File: config.mk
export PLATFORM = sky130hd
export DESIGN_NAME = countdown_timer
export DESIGN_NICKNAME = d
export VERILOG_FILES = /design/src/rtl/countdown_timer.sv
export SDC_FILE = /design/constraint.sdc
export NUM_CORES = 1
export LEC_CHECK = 0
export ABC_AREA = 0
export CORE_AREA = 3 3 140 74
export CTS_BUF_LIST = sky130_fd_sc_hd__clkbuf_16
export DETAILED_ROUTE_END_ITERATION = 8
export DIE_AREA = 0 0 143 77
export MAX_ROUTING_LAYER = met4
export PLACE_DENSITY = 0.63
export SYNTH_ARGS = -nofsm -noshare
export SYNTH_HDL_FRONTEND = slang
export SYNTH_SLANG_ARGS = --single-unit
File: constraint.sdc
create_clock -name clk -period 2.7 [get_ports clk]
set_clock_uncertainty 0.2 [all_clocks]
set_input_delay 0.405 -clock clk [delete_from_list [all_inputs] [get_ports clk]]
set_output_delay 0.405 -clock clk [all_outputs]
set_load 0.02 [all_outputs]
File: src/rtl/countdown_timer.sv
// rtl/countdown_timer.sv - mm:ss.cc BCD countdown timer with load/start/stop control
// Four-state FSM (IDLE/RUN/PAUSE/DONE) with prescaled 0.01 s ticks and clamped preset loading.
module countdown_timer #(
  parameter int TICK_DIV = 500000
) (
  input  logic       clk,
  input  logic       reset_n,
  input  logic       start,
  input  logic       stop,
  input  logic       load,
  input  logic [3:0] ld_d,
  input  logic [3:0] ld_e,
  input  logic [3:0] ld_f,
  input  logic [3:0] ld_g,
  input  logic [3:0] ld_h,
  input  logic [3:0] ld_i,
  output logic [3:0] d,
  output logic [3:0] e,
  output logic [3:0] f,
  output logic [3:0] g,
  output logic [3:0] h,
  output logic [3:0] i,
  output logic       running,
  output logic       done
);

  typedef enum logic [1:0] {IDLE, RUN, PAUSE, DONE} state_t;

  localparam logic [18:0] PRESC_TOP = 19'(TICK_DIV - 1);

  state_t          r_state, w_state_nxt;
  logic [18:0]     r_presc, w_presc_nxt;
  // Digit index 5 is d (tens of minutes) down to index 0 is i (hundredths).
  logic [5:0][3:0] r_dig, w_dig_nxt, w_dig_ld, w_dig_dec;
  logic            w_borrow;
  logic            w_nonzero;
  logic            w_dec_zero;
  logic            w_at_top;

  assign w_dig_ld[5] = (ld_d > 4'd5) ? 4'd5 : ld_d;
  assign w_dig_ld[4] = (ld_e > 4'd9) ? 4'd9 : ld_e;
  assign w_dig_ld[3] = (ld_f > 4'd5) ? 4'd5 : ld_f;
  assign w_dig_ld[2] = (ld_g > 4'd9) ? 4'd9 : ld_g;
  assign w_dig_ld[1] = (ld_h > 4'd9) ? 4'd9 : ld_h;
  assign w_dig_ld[0] = (ld_i > 4'd9) ? 4'd9 : ld_i;

  // Ripple borrow from hundredths upward; tens digits wrap to 5, others to 9.
  always_comb begin
    w_dig_dec = r_dig;
    w_borrow  = 1'b1;
    for (int k = 0; k < 6; k++) begin
      if (w_borrow) begin
        if (r_dig[k] == 4'd0) begin
          w_dig_dec[k] = (k == 3 || k == 5) ? 4'd5 : 4'd9;
        end else begin
          w_dig_dec[k] = r_dig[k] - 4'd1;
          w_borrow     = 1'b0;
        end
      end
    end
  end

  assign w_nonzero  = |r_dig;
  assign w_dec_zero = ~|w_dig_dec;
  assign w_at_top   = (r_presc == PRESC_TOP);

  always_comb begin
    w_state_nxt = r_state;
    w_presc_nxt = r_presc;
    w_dig_nxt   = r_dig;
    case (r_state)
      IDLE: begin
        if (!stop) begin
          if (load) begin
            w_dig_nxt   = w_dig_ld;
            w_presc_nxt = '0;
          end else if (start && w_nonzero) begin
            w_state_nxt = RUN;
          end
        end
      end
      RUN: begin
        if (stop) begin
          w_state_nxt = PAUSE;
        end else if (w_at_top) begin
          w_presc_nxt = '0;
          if (w_nonzero) begin
            w_dig_nxt = w_dig_dec;
            if (w_dec_zero) w_state_nxt = DONE;
          end else begin
            w_state_nxt = DONE;
          end
        end else begin
          w_presc_nxt = r_presc + 19'd1;
        end
      end
      PAUSE: begin
        if (!stop) begin
          if (load) begin
            w_dig_nxt   = w_dig_ld;
            w_presc_nxt = '0;
            w_state_nxt = IDLE;
          end else if (start && w_nonzero) begin
            w_state_nxt = RUN;
          end
        end
      end
      DONE: begin
        if (!stop && load) begin
          w_dig_nxt   = w_dig_ld;
          w_presc_nxt = '0;
          w_state_nxt = IDLE;
        end
      end
      default: w_state_nxt = IDLE;
    endcase
  end

  always_ff @(posedge clk or negedge reset_n) begin
    if (!reset_n) begin
      r_state <= IDLE;
      r_presc <= '0;
      r_dig   <= '0;
    end else begin
      r_state <= w_state_nxt;
      r_presc <= w_presc_nxt;
      r_dig   <= w_dig_nxt;
    end
  end

  assign d       = r_dig[5];
  assign e       = r_dig[4];
  assign f       = r_dig[3];
  assign g       = r_dig[2];
  assign h       = r_dig[1];
  assign i       = r_dig[0];
  assign running = (r_state == RUN);
  assign done    = (r_state == DONE);

endmodule

# Word-level counts from Yosys, hierarchy flattened
# Cells that the tools add are included.
# Widths: inputs -> output; s select.
word_totals:
  register_bits: 45
  input_bits: 29
  output_inout_bits: 26
  wordCells: 102
op_classes:
  addsub: 7
  magnitude_cmp: 6
  eq_ne: 15
  mux: 50
  reduce_logical: 16
ops:
  columns: ["op", "n"]
  rows:
  - ["$mux 24", 6]
  - ["$mux 19", 5]
  - ["$pmux 24 s3", 1]
  - ["$mux 4", 17]
  - ["$pmux 19 s3", 1]
  - ["$reduce_or 24->1", 2]
  - ["$logic_not 4->1", 6]
  - ["$sub 4x1->4 const B", 6]
  - ["$mux 2", 10]
  - ["$add 19x1->19 const B", 1]
  - ["$eq 19x19->1 const B", 1]
  - ["$gt 4x4->1 const B", 4]
  - ["$reduce_and 6->1", 2]
  - ["$ne 2x2->1 const B", 5]
  - ["$mux 1", 9]
  - ["$gt 4x3->1 const B", 2]
  - ["$ne 2x1->1 const B", 4]
  - ["$pmux 2 s4", 1]
  - ["$eq 2x2->1 const B", 2]
  - ["$ne 4x4->1 const B", 1]
  - ["$reduce_and 4->1", 1]
  - ["$ne 3x2->1 const B", 1]
  - ["$eq 2x1->1 const B", 1]
  - ["$logic_and 1x1->1", 2]
  - ["3 further kinds", 3]

# Longest topological paths before layout
# Gate-level depths: netlist of run 1.
depth:
  depth_word: 13
  mapped_depth: 8
  mapped_depth_nobuf: 7

# Least setup slack after synthesis of run 1
# No wires, ideal clock.
synth_path:
  path_kind: "reg2reg"
  from: "register r_dig, in the netlist i[0]"
  to: "register r_dig, in the netlist d[2]"
  setup_ns: 0.121
  t_arrival_ns: 2.050
  required_ns: 2.379
  setup_slack_ns: 0.328
  stages_incl_launch_ff: 8
  path_buffers: 1
  synth_period_minus_slack_ns: 2.372
  cell_sequence: "dfrtp_1 -> nor4_4 -> nand3_1 -> or4_1 -> nand3_2 -> buf_6 -> a21oi_1 -> o22a_1"
synth_between:
  elab_chain_len: 11
  elab_cells_between_ends: 14
  classes_between: "1 x eq/ne; 10 x mux; 3 x reduce/logical"
synth_lines:
  columns: ["item", "line_no", "rtl"]
  rows:
  - ["start, declared", "34", "logic [5:0][3:0] r_dig, w_dig_nxt, w_dig_ld, w_dig_dec;"]
  - ["start signal, assigned", "127", "r_dig <= w_dig_nxt;"]
  - ["$logic_not 4->1", "53", "if (r_dig[k] == 4'd0) begin"]
  - ["$mux 1", "53", null]
  - ["$mux 1 (4 in a row)", "52", "if (w_borrow) begin"]
  - ["$mux 4", "52", null]
  - ["$mux 24", "87", "if (w_nonzero) begin"]
  - ["$mux 24", "85", "end else if (w_at_top) begin"]
  - ["$mux 24", "83", "if (stop) begin"]
  - ["$pmux 24 s3", "71", "case (r_state)"]
# Several ways; a longest one is shown, not always the timed one. The select of a mux whose other input is x is not followed.
# A chain may end at the register's enable or synchronous reset.

# Final worst setup path of run 1
layout_path:
  from: "register r_dig, in the netlist e[0]"
  to: "register r_dig, in the netlist h[0]"
layout_between:
  elab_chain_len: 3
layout_lines:
  columns: ["item", "line_no", "rtl"]
  rows:
  - ["$reduce_or 24->1", "63", "assign w_nonzero = |r_dig;"]
  - ["$ne 2x1->1 (no line)", null, null]
  - ["$reduce_and 6->1 (no line)", null, null]
# No other way between the ends.

==> flow_summary_export.csv, run 1 <==
group,metric,value,unit
run_status,status,"completed",
die,ioPinCount,55,
pwr,vdd_drop_max,0.246,mV
global_routing,grt.total_usage,15.4,%
routing,postRouteAntennaNets,0,
die,num_rows,25,
die,die_y,77,um
place,place.gp.congestion,0.784,
synthesis,avgSynthCellArea,8.29,sq um
sta,hold_viol_final,0,
routing,via_per_inst,5.20,
sta,period_needed,2520,ps
die,initial_utilization,29.7,%
sta,whs,308,ps
place,hpwlAfterDp,5.78,mm
clocking,htree_levels,2,
setup_path,cpPeakStageDelay,570,ps
synthesis,async_reset_ff_share,100,%
routing,drtPass1Iterations,4,
synthesis,netlist_instances,333,
global_routing,grt_pass1_wl,13.5,mm
synthesis,synth_seq_cells,45,
sta,fin_crit_sh,93.2,%
global_routing,antenna_found_initial,0,
job,drv_cap,0,
place,dpl_cell_area,3590,sq um
routing,drt-initial-drc-count,234,
setup_path,crit_chain,"nor4_2 > nand3_1 > or4_1 > nand3_2 > buf_12 > a21oi_1 > o22a_1",
sta,fin_ws,182,ps
sta,tightest_slew,537,ps
pwr,p_leak,1.51,nW
global_routing,grt-ovfl-total,0,
synthesis,syn_area,2760,sq um
sta,finalMaxSlewViolations,0,
synthesis,seq_area_frac_synth,40.8,%
synthesis,synth_top_cell_by_area,"dfrtp_1",
sta,max_freq,397,MHz
clocking,clock_latency,290,ps
synthesis,synth_compound_area_share,23.1,%
synthesis,synthAdderAreaFrac,0.453,%
clocking,cts_tree,"built",
min_path,min_path_type,"reg2reg",
global_routing,grt_pass1_vias,2742,
clocking,cts.clk_slew.worst_paths,60,ps
clocking,clkSinkCount,45,
sta,rsz0062_at_grt,"false",
finish,multi_input_area,1540,sq um
routing,routed_wl,7.65,mm
finish,layout.nets,435,
finish,drive_above_1_share,10.1,%
synthesis,synth_common_cells,"nor2_1 (53), dfrtp_1 (45), nand2_1 (23)",
clocking,numCtsBuffers,5,
sta,tns,0,ps
synthesis,synth_xor_area_share,3.81,%
pwr,cellPowerDensity,635,nW/um^2
place,portBuffers,54,
synthesis,synthSimpleGateAreaFrac,27.4,%
routing,vias,2740,
finish,ff_latch_area,1130,sq um
finish,final_cell_area,3750,sq um
setup_path,worst_ep_arrival_time,2490,ps
setup_path,path_class,"reg2reg",
place,dp_cells,518,
routing,detail_route.wl_per_cell,14.5,um
setup_path,slowest_stage,"or4_1",
setup_path,required,2670,ps
clocking,clock_path_buffers,2,
synthesis,yosys_warnings,0,
synthesis,yosys_most_used_dff,"dfrtp_1",
sta,setup_viol,0,
die,dieArea,11000,sq um
finish,syn_to_final_growth,35.7,%
synthesis,synth.most_common_cell,"nor2_1",
global_routing,grt_max_degree,25,
sta,slew_headroom,63.3,%
synthesis,synth.distinct_cells,52,
setup_path,critPathCaptureType,"register",
synthesis,synth.area.mux_share,0.725,%
routing,drc_errors,0,
clocking,cts_root_buf,"clkbuf_16",
synthesis,ys_top_cells_by_area,"dfrtp_1 (41%), nor2_1 (7.2%), o21ai_1 (4.0%)",
finish,antenna_cells,0,
synthesis,syn-num-nets,363,
synthesis,synth_edf_count,0,
setup_path,start_kind,"register",
finish,fin_cells,527,
setup_path,worstPathMaxFanout,17,
synthesis,synth_top_family_by_area,"simple AND/OR/NAND/NOR gates",
synthesis,yosys.area.top_type_share,40.8,%
die,core_region_area,9290,sq um
place,dp_slack,104,ps
die,dieWidth,143,um
finish,nFillCells,907,
[logic make-up (layout without fill, tap and decap cells)]
family,after synthesis,after routing
compound gates,102,102
xor+xnor,12,12
fa+ha+maj,1,1
buf+inv,23,96
flops,45,45
mux,2,2
simple gates,148,148
[layer usage]
metal  share of wire, %  global-route usage (%)  vias up  wire, um
met5                  0                       -        -         0
met4                1.2                    3.89        0        90
met3                2.5                    2.68        7       195
met2                 48                    24.8       40      3640
met1                 49                    20.1     1324      3730
li1                   -                       -     1369         -
[cell usage in the layout (no fill, tap or decap), drive strengths merged, types with 11 or more instances in the layout]
cell           synthesis  routed
o21ai                 39      39
nand3                 13      13
clkdlybuf4s50          0      52
a21oi                 20      20
nor4                  11      11
dfrtp                 45      45
nor3                  12      12
buf                    6      27
nor2                  53      53
nand2                 23      23
[area by class of cell]
| cell class | instances | share of cell area, % |
|---|---|---|
| clock inverter | 3 | 0.334 |
| sequential | 45 | 30.1 |
| tap | 121 | 4.04 |
| multi-input combinational | 265 | 41.0 |
| inverter | 7 | 0.701 |
| timing repair buffer | 81 | 20.5 |
| clock buffer | 5 | 3.34 |
[path summary, 6_finish.rpt]
path | start | to | slack [ps] | cells after the start
worst max register to register | e[0] | h[0] | 180 | 7
worst min-delay path | r_presc[1] | r_presc[1] | 310 | 2
min in group asynchronous | reset_n | e[0] | 370 | 2
worst min register to register | r_presc[1] | r_presc[1] | 310 | 2
max in group asynchronous | reset_n | r_presc[3] | 1350 | 3
worst max-delay path | e[0] | h[0] | 180 | 7
[power breakdown]
part           leakage (nW)  switching [W]  internal, W
sequential            0.581       0.000142     0.000771
clock                0.0687       0.000257     0.000335
combinational         0.858       0.000462     0.000413
total                  1.51       0.000861      0.00152
[registers in the layout, summed over array words and instances (netlist names)]
name / flops
f: 4
e: 4
h: 4
d: 4
r_state: 2
g: 4
i: 4
r_presc: 19
[stage by stage]
stage | power [W] | utilization (%)
final | 0.00238 | 40.3
after detailed placement | 0.00180 | 38.6
after global routing | 0.00252 | 40.3
after global placement | 0.00179 | 38.6
after CTS | 0.00240 | 40.2
after floorplan | 0.00136 | -
[worst max-delay path: cells and delay by family (launching register included)]
kind | cells | cell delay [ps]
and+or+nand+nor | 4 | 1380
AOI/OAI and AO/OA | 2 | 250
DFF | 1 | 400
buffers and inverters | 1 | 180
[timing repair]
action | CTS | global route
hold endpoints to repair | 13 | 0
gates resized for setup | 0 | 2
endpoints found under the setup margin | 0 | 14
hold buffers | 1 | 0
setup buffers | 0 | 0
(Power assumes the default switching activity.)
==> inputs of run 2 (changes only) <==
--- a/config.mk
+++ b/config.mk
@@ -5,7 +5,7 @@
 export SDC_FILE = /design/constraint.sdc
 export NUM_CORES = 1
 export LEC_CHECK = 0
-export ABC_AREA = 0
+export ABC_CLOCK_PERIOD_IN_PS = 2700
 export CORE_AREA = 3 3 140 74
 export CTS_BUF_LIST = sky130_fd_sc_hd__clkbuf_16
 export DETAILED_ROUTE_END_ITERATION = 8
==> results of run 2 <==
No change in the layout: final DEF, timing and power equal those of run 1.
==> inputs of run 3 (changes only) <==
--- a/config.mk
+++ b/config.mk
@@ -12,6 +12,7 @@
 export DIE_AREA = 0 0 143 77
 export MAX_ROUTING_LAYER = met4
 export PLACE_DENSITY = 0.63
+export SLEW_MARGIN = 5
 export SYNTH_ARGS = -nofsm -noshare
 export SYNTH_HDL_FRONTEND = slang
 export SYNTH_SLANG_ARGS = --single-unit
==> constraint.sdc (replaced) <==
create_clock -name clk -period 2.7 [get_ports clk]
set_clock_uncertainty 0.2 [all_clocks]
set_input_delay 0.675 -clock clk [delete_from_list [all_inputs] [get_ports clk]]
set_output_delay 0.675 -clock clk [all_outputs]
set_load 0.02 [all_outputs]
==> run 3 against run 2 <==
Total power shrank 1.4%. Setup slack gained 5.7 ps. Final area shrank 1.3%. Highest routed layer unchanged. First-iteration DRC count shrank 34%. Die area is the same. Wire length shrank 0.89%. Sequential share of layout area grew 0.39 points.
==> flow_summary_export.csv, run 3 (synthesized netlist as in run 1, its figures left out) <==
group,metric,value,unit
die,dieWidth,143,um
finish,largest_reg_flops,19,
place,dp_slack,157,ps
sta,whs,284,ps
routing,detail_route.wl_per_cell,14.5,um
finish,largest_register,"r_presc",
pwr,p_leak,1.48,nW
sta,rsz0062_at_grt,"false",
finish,layout.nets,432,
finish,nFillCells,951,
pwr,p_int,0.00150,W
setup_path,worst_ep_arrival_time,1640,ps
setup_path,slowest_stage,"clkdlybuf4s50_1",
setup_path,start_kind,"register",
clocking,clock_path_buffers,2,
finish,fin_util,39.8,%
place,place.gp.congestion,0.803,
finish,antenna_cells,0,
pwr,swShare,35.9,%
die,ioPinCount,55,
die,dieArea,11000,sq um
pwr,vdd_drop_max,0.270,mV
setup_path,cpPeakStageDelay,620,ps
setup_path,critPathCaptureType,"primary output",
clocking,numCtsBuffers,5,
global_routing,grt_max_degree,36,
routing,routed_wl,7.58,mm
sta,finalMaxSlewViolations,0,
setup_path,worstPathMaxFanout,7,
clocking,cts_tree,"built",
place,dpl_cell_area,3550,sq um
routing,drtPass1Iterations,4,
pwr,pwr-share-clk,24.6,%
die,core_region_area,9290,sq um
run_status,status,"completed",
pwr,seqPwrFrac,39.1,%
die,num_rows,25,
routing,vias,2737,
clocking,clkSinkCount,45,
sta,period_needed,2510,ps
clocking,clock_latency,280,ps
sta,fin_ws,188,ps
setup_path,required,1820,ps
pwr,p_comb_share,36.3,%
global_routing,grt_pass1_vias,2630,
finish,mostFrequentLayoutCells,"nor2_1 (53), clkdlybuf4s50_1 (53), dfrtp_1 (45)",
global_routing,grt.total_usage,14.6,%
sta,max_freq,398,MHz
finish,drive_above_1_share,9.68,%
global_routing,antenna_found_initial,0,
global_routing,grt_pass1_wl,13.0,mm
die,die_y,77,um
routing,postRouteAntennaNets,0,
pwr,power.switching,0.000841,W
sta,hold_viol_final,0,
finish,final_cell_area,3700,sq um
finish,multi_input_area,1540,sq um
min_path,min_path_type,"in2async",
sta,setup_viol,0,
job,drv_cap,0,
clocking,postCtsSetupRepairBufs,0,
clocking,cts.clk_slew.worst_paths,60,ps
sta,slew_headroom,45.9,%
routing,drt-initial-drc-count,154,
clocking,cts_root_buf,"clkbuf_16",
global_routing,grt-ovfl-total,0,
setup_path,path_class,"reg2out",
routing,via_per_inst,5.22,
finish,ff_latch_area,1130,sq um
sta,tns,0,ps
sta,tightest_slew,812,ps
pwr,cellPowerDensity,634,nW/um^2
place,hpwlAfterDp,5.71,mm
die,initial_utilization,29.7,%
place,portBuffers,54,
clocking,htree_levels,2,
finish,syn_to_final_growth,34.0,%
setup_path,crit_chain,"nand2b_1 > inv_2 > clkdlybuf4s50_1",
sta,fin_crit_sh,93.0,%
routing,drc_errors,0,
run 3: changes by cell type in the layout (fill, tap and decap cells not counted), sizes merged:
cell	before	now
inv	7	10
clkdlybuf4s50	52	53
clkinv	3	0
dlygate4sd3	1	0
buf	27	25
dlymetal6s2s	1	0
run 3: power by group through the flow:
stage / registers [W] / clock network, W / logic (W)
floorplan: 0.00101 / 0 / 0.000349
global placement: 0.000925 / 0 / 0.000855
detailed placement: 0.000926 / 0 / 0.000855
CTS: 0.000915 / 0.000588 / 0.000859
global route: 0.000940 / 0.000614 / 0.000932
finish: 0.000918 / 0.000576 / 0.000851
run 3: through the flow:
step           std cells  power, W
6_report             524   0.00235
5_1_grt              524   0.00249
4_1_cts              524   0.00236
3_5_place_dp         516   0.00178
3_3_place_gp         516   0.00178
2_1_floorplan        333   0.00136
run 3: critical path: cells and delay by family, from the launching register on:
family,cells,cell delay [ps]
DFF,1,430
buffers and inverters,2,740
and+or+nand+nor,1,190
run 3: final timing paths:
check | slack, ps | start | cells after the start | to
max in group asynchronous | 1410 | reset_n | 2 | f[2]
min in group clk | 320 | r_presc[16] | 1 | r_presc[16]
hold reg to reg | 320 | r_presc[16] | 1 | r_presc[16]
hold / removal | 280 | reset_n | 1 | i[2]
setup / recovery | 190 | r_state[1] | 3 | running
setup reg to reg | 250 | r_presc[14] | 6 | r_state[1]
run 3: what timing repair did:
item / CTS / global route
endpoints found under the hold margin: 0 / 0
gates resized for setup: 0 / 2
setup endpoints to repair: 0 / 13
hold buffers: 0 / 0
run 3: per-layer routing:
layer,wire [um],track usage [%]
met1,3650,19.4
met5,0,-
met3,193,2.18
met2,3640,23.5
met4,99,3.61
run 3: cell type report:
| cell class | instances | area share, % |
|---|---|---|
| clock inverter | 3 | 0.304 |
| tap | 121 | 4.09 |
| multi-input combinational | 265 | 41.7 |
| timing repair buffer | 78 | 19.4 |
| sequential | 45 | 30.4 |
| inverter | 7 | 0.710 |
| clock buffer | 5 | 3.38 |
